### src/rtl/cellrv32_trng_pool.sv
`timescale 1ns/1ps
// TRNG front end: repetition-count health test, byte-to-word packing and a FIFO
// random pool, exposed as CTRL/DATA registers on the IO bus with a level interrupt.
module cellrv32_trng_pool #(
    parameter logic [31:0] BASE_ADDR  = 32'hFFFFFFB8,
    parameter int unsigned DATA_WIDTH = 32,
    parameter int unsigned FIFO_DEPTH = 4,
    parameter int unsigned RCT_CUTOFF = 8
) (
    input  logic        clk_i,
    input  logic        rstn_i,
    input  logic [31:0] addr_i,
    input  logic        rden_i,
    input  logic        wren_i,
    input  logic [31:0] data_i,
    output logic [31:0] data_o,
    output logic        ack_o,
    output logic        src_en_o,
    input  logic [7:0]  src_data_i,
    input  logic        src_valid_i,
    output logic        irq_o
);
    localparam int unsigned NUM_BYTES = DATA_WIDTH / 8;
    localparam int unsigned BCNT_W    = (NUM_BYTES > 1) ? $clog2(NUM_BYTES) : 1;
    localparam int unsigned PTR_W     = (FIFO_DEPTH > 1) ? $clog2(FIFO_DEPTH) : 1;
    localparam int unsigned LVL_W     = $clog2(FIFO_DEPTH + 1);

    if (!(DATA_WIDTH == 8 || DATA_WIDTH == 16 || DATA_WIDTH == 32)) begin : g_bad_width
        $error("cellrv32_trng_pool: DATA_WIDTH must be 8, 16 or 32");
    end
    if (FIFO_DEPTH < 1 || (FIFO_DEPTH & (FIFO_DEPTH - 1)) != 0) begin : g_bad_depth
        $error("cellrv32_trng_pool: FIFO_DEPTH must be a power of two");
    end
    if (RCT_CUTOFF < 2 || RCT_CUTOFF > 255) begin : g_bad_cutoff
        $error("cellrv32_trng_pool: RCT_CUTOFF must be 2..255");
    end

    typedef enum logic [1:0] {ST_OFF, ST_FILL, ST_FAULT} state_t;

    state_t state, state_nxt;
    logic   en, irq_en, fault;

    // Bus decode
    logic sel, ctrl_wr, data_rd, clr, fault_wr;
    assign sel      = (addr_i[31:3] == BASE_ADDR[31:3]);
    assign ctrl_wr  = sel & wren_i & ~addr_i[2];
    assign data_rd  = sel & rden_i & addr_i[2];
    assign clr      = ctrl_wr & data_i[1];
    assign fault_wr = ctrl_wr & data_i[29];

    logic unused_bits;
    assign unused_bits = ^{addr_i[1:0], data_i[31:30], data_i[28:3]};

    // Repetition-count test
    logic [7:0] last_sample, run_cnt, run_nxt;
    logic       sample, rct_hit, take;
    assign sample  = (state == ST_FILL) & en & src_valid_i;
    assign run_nxt = (src_data_i == last_sample && run_cnt != 8'd0) ? run_cnt + 8'd1 : 8'd1;
    assign rct_hit = sample & (run_nxt == 8'(RCT_CUTOFF));
    assign take    = sample & ~rct_hit;

    always_ff @(posedge clk_i) begin
        if (!rstn_i) begin
            last_sample <= '0;
            run_cnt     <= '0;
        end else if (state != ST_FILL) begin
            run_cnt <= '0;
        end else if (sample) begin
            last_sample <= src_data_i;
            run_cnt     <= rct_hit ? 8'd0 : run_nxt;
        end
    end

    always_comb begin
        state_nxt = state;
        case (state)
            ST_OFF:   if (en) state_nxt = ST_FILL;
            ST_FILL:  if (!en) state_nxt = ST_OFF;
                      else if (rct_hit) state_nxt = ST_FAULT;
            ST_FAULT: if (fault_wr && data_i[0]) state_nxt = ST_FILL;
                      else if (!en) state_nxt = ST_OFF;
            default:  state_nxt = ST_OFF;
        endcase
    end

    always_ff @(posedge clk_i) begin
        if (!rstn_i) begin
            state    <= ST_OFF;
            src_en_o <= 1'b0;
            en       <= 1'b0;
            irq_en   <= 1'b0;
            fault    <= 1'b0;
        end else begin
            state    <= state_nxt;
            src_en_o <= (state_nxt == ST_FILL);
            if (ctrl_wr) begin
                en     <= data_i[0];
                irq_en <= data_i[2];
            end
            if (rct_hit) fault <= 1'b1;
            else if (fault_wr) fault <= 1'b0;
        end
    end

    // Assembler: LSB-first packing, completed word pushed the following cycle
    logic [DATA_WIDTH-1:0] asm_word;
    logic [BCNT_W-1:0]     byte_cnt;
    logic                  push_req, flush;
    assign flush = clr | (state == ST_OFF);

    always_ff @(posedge clk_i) begin
        if (!rstn_i || flush || state == ST_FAULT) begin
            asm_word <= '0;
            byte_cnt <= '0;
            push_req <= 1'b0;
        end else begin
            push_req <= 1'b0;
            if (take) begin
                asm_word[{byte_cnt, 3'b000} +: 8] <= src_data_i;
                if (byte_cnt == BCNT_W'(NUM_BYTES - 1)) begin
                    byte_cnt <= '0;
                    push_req <= 1'b1;
                end else begin
                    byte_cnt <= byte_cnt + 1'b1;
                end
            end
        end
    end

    // Random pool
    logic [DATA_WIDTH-1:0] mem [FIFO_DEPTH];
    logic [PTR_W-1:0]      wr_ptr, rd_ptr;
    logic [LVL_W-1:0]      level;
    logic                  full, avail, push, pop;
    assign full  = (level == LVL_W'(FIFO_DEPTH));
    assign avail = (level != '0);
    assign push  = push_req & ~full;
    assign pop   = data_rd & avail;

    function automatic logic [PTR_W-1:0] ptr_inc(input logic [PTR_W-1:0] p);
        return (FIFO_DEPTH == 1) ? '0 : p + 1'b1;
    endfunction

    always_ff @(posedge clk_i) begin
        if (!rstn_i || flush) begin
            wr_ptr <= '0;
            rd_ptr <= '0;
            level  <= '0;
        end else begin
            if (push) wr_ptr <= ptr_inc(wr_ptr);
            if (pop)  rd_ptr <= ptr_inc(rd_ptr);
            level <= level + LVL_W'(push) - LVL_W'(pop);
        end
    end

    always_ff @(posedge clk_i) begin
        if (push && !flush) mem[wr_ptr] <= asm_word;
    end

    // Registered bus response and interrupt
    always_ff @(posedge clk_i) begin
        if (!rstn_i) begin
            ack_o  <= 1'b0;
            data_o <= '0;
            irq_o  <= 1'b0;
        end else begin
            ack_o  <= sel & (rden_i | wren_i);
            data_o <= '0;
            if (sel && rden_i) begin
                if (addr_i[2]) data_o <= avail ? 32'(mem[rd_ptr]) : 32'd0;
                else           data_o <= {avail, full, fault, 26'd0, irq_en, 1'b0, en};
            end
            irq_o <= irq_en & (avail | fault);
        end
    end

endmodule

### config.mk
export PLATFORM = sky130hd
export DESIGN_NAME = cellrv32_trng_pool
export DESIGN_NICKNAME = d
export VERILOG_FILES = /design/src/rtl/cellrv32_trng_pool.sv
export SDC_FILE = /design/constraint.sdc
export NUM_CORES = 1
export LEC_CHECK = 0
export ABC_AREA = 1
export BUFFER_PORTS_ARGS = -buffer_cell sky130_fd_sc_hd__buf_4
export CAP_MARGIN = 20
export CORE_UTILIZATION = 62
export DETAILED_ROUTE_END_ITERATION = 8
export PLACE_DENSITY = 0.83
export SYNTH_ARGS = -nofsm -noshare
export SYNTH_HDL_FRONTEND = slang
export SYNTH_SLANG_ARGS = --single-unit
### constraint.sdc
create_clock -name clk_i -period 5.44 [get_ports clk_i]
set_input_delay 0 -clock clk_i [delete_from_list [all_inputs] [get_ports clk_i]]
set_output_delay 0 -clock clk_i [all_outputs]
set_load 0.01 [all_outputs]
==> impl_results.rst <==
.. list-table::
   :header-rows: 1

   * - Metric
     - Value
   * - Result of the run
     - completed
   * - Clk Tree Root Cell
     - sky130_fd_sc_hd__clkbuf_16
   * - Number of buffers inserted for hold repair after clock tree synthesis
     - 23
   * - Sw frac
     - 0.187
   * - Number of antenna violations at the first check in global routing
     - 0
   * - Switching pwr
     - 629 uW
   * - HPWL after detailed placement
     - 11000 um
   * - Share of cells above drive strength 1
     - 0.132
   * - Clock buffers created by TritonCTS
     - 22
   * - Primary FF master, synth
     - sky130_fd_sc_hd__edfxtp_1
   * - Routed wire length
     - 19100 um
   * - Worst min-delay path startpoint
     - addr_i[3]
   * - Most repeated cell in the gate-level netlist after synthesis
     - sky130_fd_sc_hd__nor2_1
   * - Worst min-delay path category
     - input pin to flip-flop
   * - Ratio of total power to cell area
     - 306 nW/um2
   * - Number of synthesis warnings
     - 0
   * - Via count normalized by instance count
     - 5.42
   * - Portion of total power attributed to sequential cells
     - 0.536
   * - Layout fillers
     - 909
   * - Part of the total power dissipated in combinational logic
     - 0.017
   * - Int Pwr
     - 2.73 mW
   * - 1st-iter DRT viols
     - between 600 and 700
   * - DP Cell Count
     - 1215
   * - Count of pins over their slew limit
     - 0
   * - Number of detailed-route iterations in the first pass
     - 7
   * - Chip Width
     - 124 um
   * - Count of H-tree levels built during CTS
     - 1
   * - Register cell area after layout
     - 5850 um2
   * - Peak-usage layer in the global routing report
     - met2
   * - EDFF count, synth
     - 128
   * - Post-CTS clock slew at the launch and capture registers of the worst setup and hold paths
     - 60 ps
   * - Layout area overhead
     - 18.3%
   * - Maximum net fanout on the critical path
     - 42
   * - Final estimated routing congestion in global placement
     - 0.850
   * - Total leakage power
     - 4.40 nW
   * - Setup total negative slack
     - 0 ps
   * - Most frequent cells after synthesis
     - sky130_fd_sc_hd__nor2_1 (211), sky130_fd_sc_hd__nand2_1 (156), sky130_fd_sc_hd__edfxtp_1 (128)
   * - R2R Path Start
     - state[1]
   * - Post-CTS resize count
     - 0
   * - Die Area
     - around 15000 um2
   * - Yosys top cell by area
     - sky130_fd_sc_hd__edfxtp_1
   * - Met3 Resource Use GR
     - 0.0382
   * - Count of endpoints failing hold in the final timing report
     - 0
   * - Library cells used by synthesis
     - 35
   * - Sort of element at the end of the critical path
     - flip-flop
   * - Detail-routed net length per standard cell
     - 14.9 um
   * - Number of buffers on the longest clock path
     - 3
   * - Final Cycle Share
     - 0.518
   * - Syn Area/Cell
     - 9.46 um2
   * - Unrepaired setup endpoints after global routing
     - no
   * - Cell count after synthesis
     - approximately 1000
   * - Std-Cell Rows
     - 44
   * - CP startpoint kind
     - flip-flop
   * - Antenna-violating nets left
     - 0
   * - Number of storage elements in the synthesis netlist
     - roughly 230
   * - Placeable core area
     - about 15000 um2
   * - Synthesized net count
     - 1072
   * - Critical path arrival
     - about 3300 ps
   * - Worst Setup Path Type
     - flip-flop to flip-flop
   * - Portion of synthesized cell area occupied by the leading cell type
     - 0.415
   * - Post-layout net count
     - 1170
   * - Max Fclk
     - approximately 0.35 GHz
   * - Data required time of the critical path
     - 5880 ps
   * - Global-route wire length before repair
     - 30700 um
   * - Share of power burned in the clock network
     - 0.447
   * - GRT Util Overall
     - 0.247
   * - Maximum number of pins on one net before global-route repair
     - 67
   * - Endpoints failing setup
     - 0
   * - Height of the chip
     - 124 um
   * - Max Cap Viol
     - 0
   * - Worst supply voltage drop on vdd
     - between 0.2 and 0.25 mV
   * - ANT cells
     - 0
   * - Vias in the first global route
     - approximately 6700
   * - Initial Utilization
     - 0.636
   * - Vias post-DR
     - 6931
   * - Multi-input combinational cell area
     - 2850 um2
   * - Number of top-level design ports
     - 112
   * - Number of cells in the finished layout apart from fillers
     - approximately 1300
   * - TritonCTS clock tree
     - yes
   * - Sequential fraction of the synthesis area
     - 0.630
   * - Global routing usage on met1
     - 0.306
   * - Setup fix buffers added after clock tree synthesis
     - 0
   * - Proportion of synthesized flip-flops having asynchronous set or reset
     - 0
   * - Largest clock skew in the final design
     - about 8.7 ps
   * - CTS sink cnt
     - 228
   * - Critical Path Start
     - state[1]
   * - Count of buffers inserted at the top-level ports
     - between 80 and 90
   * - Remaining DRCs
     - 0
   * - Fraction of met2 tracks used by global routing
     - 0.437
   * - Leftover overflow at the end of global routing
     - 0
   * - Hold depth
     - 7
   * - Top cells by area in the synthesized netlist
     - sky130_fd_sc_hd__edfxtp_1 (41%), sky130_fd_sc_hd__dfxtp_1 (22%), sky130_fd_sc_hd__nor2_1 (8.5%), sky130_fd_sc_hd__nand2_1 (6.3%), sky130_fd_sc_hd__inv_1 (4.0%)
   * - Clk_lat worst skew
     - 500 ps
   * - Final worst path period need
     - 2820 ps
   * - Pin slew with the least headroom to its limit
     - between 700 and 800 ps
   * - Length in cells of the worst reg-to-reg path
     - 8
   * - Cell Area, Synth
     - roughly 9300 um2
   * - Slew margin rel.
     - 0.492
-- sequential cells by signal (all words and copies together) (netlist names), 2 cells and up, named ones only --
signal / count
asm_word: 32
level: 3
byte_cnt: 2
run_cnt: 8
wr_ptr: 2
last_sample: 8
data_o: 32
state: 2
mem: 128
rd_ptr: 2
-- through the flow --
step | worst slack, ps | instance area, um2 | hold WS, ps | total power [mW] | util
after global placement | 2820 | 10000 | 214 | 1.88 | 0.686
after CTS | 2660 | 11000 | 19.2 | 3.36 | 0.752
after floorplan | 2990 | 9270 | 94.5 | 1.85 | -
after detailed placement | 2700 | 10000 | 218 | 1.88 | 0.687
final | 2620 | 11000 | 36.6 | 3.36 | 0.752
after global routing | 2420 | 11000 | 86.2 | 3.44 | 0.752
-- metal layers --
metal / up-vias / share of wire
met5: - / 0
met1: 3147 / 0.39
met4: 0 / 0.028
li1: 3403 / -
met2: 321 / 0.50
met3: 60 / 0.080
-- kinds of logic (layout without fill, tap and decap cells) --
group	count (synthesis)	in the layout	synth area share
XOR/XNOR	12	12	0.0113
buffers and inverters	149	263	0.0638
AND/OR/NAND/NOR	441	441	0.199
flip-flops	228	228	0.630
adder cells (fa/ha/maj)	15	15	0.0211
AO/OA/AOI/OAI	135	135	0.0743
-- cell type report --
type                       instances  share of cell area
timing repair buffer             113              0.0833
tap                              184              0.0210
multi-input combinational        603               0.259
clock inverter                    10             0.00890
inverter                         110              0.0378
sequential                       228               0.533
clock buffer                      30              0.0567
-- layout by cell type, fill, tap and decap left out, types with 2 or more instances in the layout --
cell type,synthesis,layout
sky130_fd_sc_hd__nand3_2,4,4
sky130_fd_sc_hd__clkinv_2,1,4
sky130_fd_sc_hd__xor2_1,5,5
sky130_fd_sc_hd__o21ai_0,74,74
sky130_fd_sc_hd__edfxtp_1,128,128
sky130_fd_sc_hd__clkbuf_8,0,2
sky130_fd_sc_hd__inv_2,5,5
sky130_fd_sc_hd__clkinv_1,4,8
sky130_fd_sc_hd__nand4_1,29,29
sky130_fd_sc_hd__nand3b_1,2,2
sky130_fd_sc_hd__nand2_4,2,2
sky130_fd_sc_hd__nand2_1,156,156
sky130_fd_sc_hd__nor2_1,211,207
sky130_fd_sc_hd__xnor2_1,7,7
sky130_fd_sc_hd__bufinv_16,0,2
sky130_fd_sc_hd__inv_1,100,100
sky130_fd_sc_hd__nand3_1,22,22
sky130_fd_sc_hd__dfxtp_1,100,99
sky130_fd_sc_hd__clkbuf_16,0,23
sky130_fd_sc_hd__a211oi_1,2,2
sky130_fd_sc_hd__nor2_2,3,7
sky130_fd_sc_hd__a21oi_1,55,55
sky130_fd_sc_hd__clkbuf_1,22,5
sky130_fd_sc_hd__ha_1,14,14
sky130_fd_sc_hd__buf_4,1,89
sky130_fd_sc_hd__nor3_1,8,8
sky130_fd_sc_hd__dlygate4sd3_1,0,23
-- critical path, stage by stage, from the launching register on --
cell	delay, ps
sky130_fd_sc_hd__dfxtp_1	310
sky130_fd_sc_hd__inv_1	70
sky130_fd_sc_hd__nand2_1	70
sky130_fd_sc_hd__nor2_1	140
sky130_fd_sc_hd__nand2_1	380
sky130_fd_sc_hd__inv_2	710
sky130_fd_sc_hd__nand3_1	270
sky130_fd_sc_hd__a21oi_1	230
sky130_fd_sc_hd__dlygate4sd3_1	580
-- final timing paths --
check / end / slack, ps
max: fault / 2620
min: data_o[30] / 40
max reg2reg: fault / 2620
min reg2reg: irq_o / 450
-- power by group through the flow --
stage	clock network (mW)	logic, mW	registers [mW]
after floorplan	0	0.0120	1.84
after global placement	0	0.0457	1.84
after detailed placement	0	0.0465	1.84
after CTS	1.51	0.0555	1.80
after global routing	1.58	0.0621	1.80
final	1.50	0.0575	1.80
No activity file was read; power rests on OpenSTA's default activity.
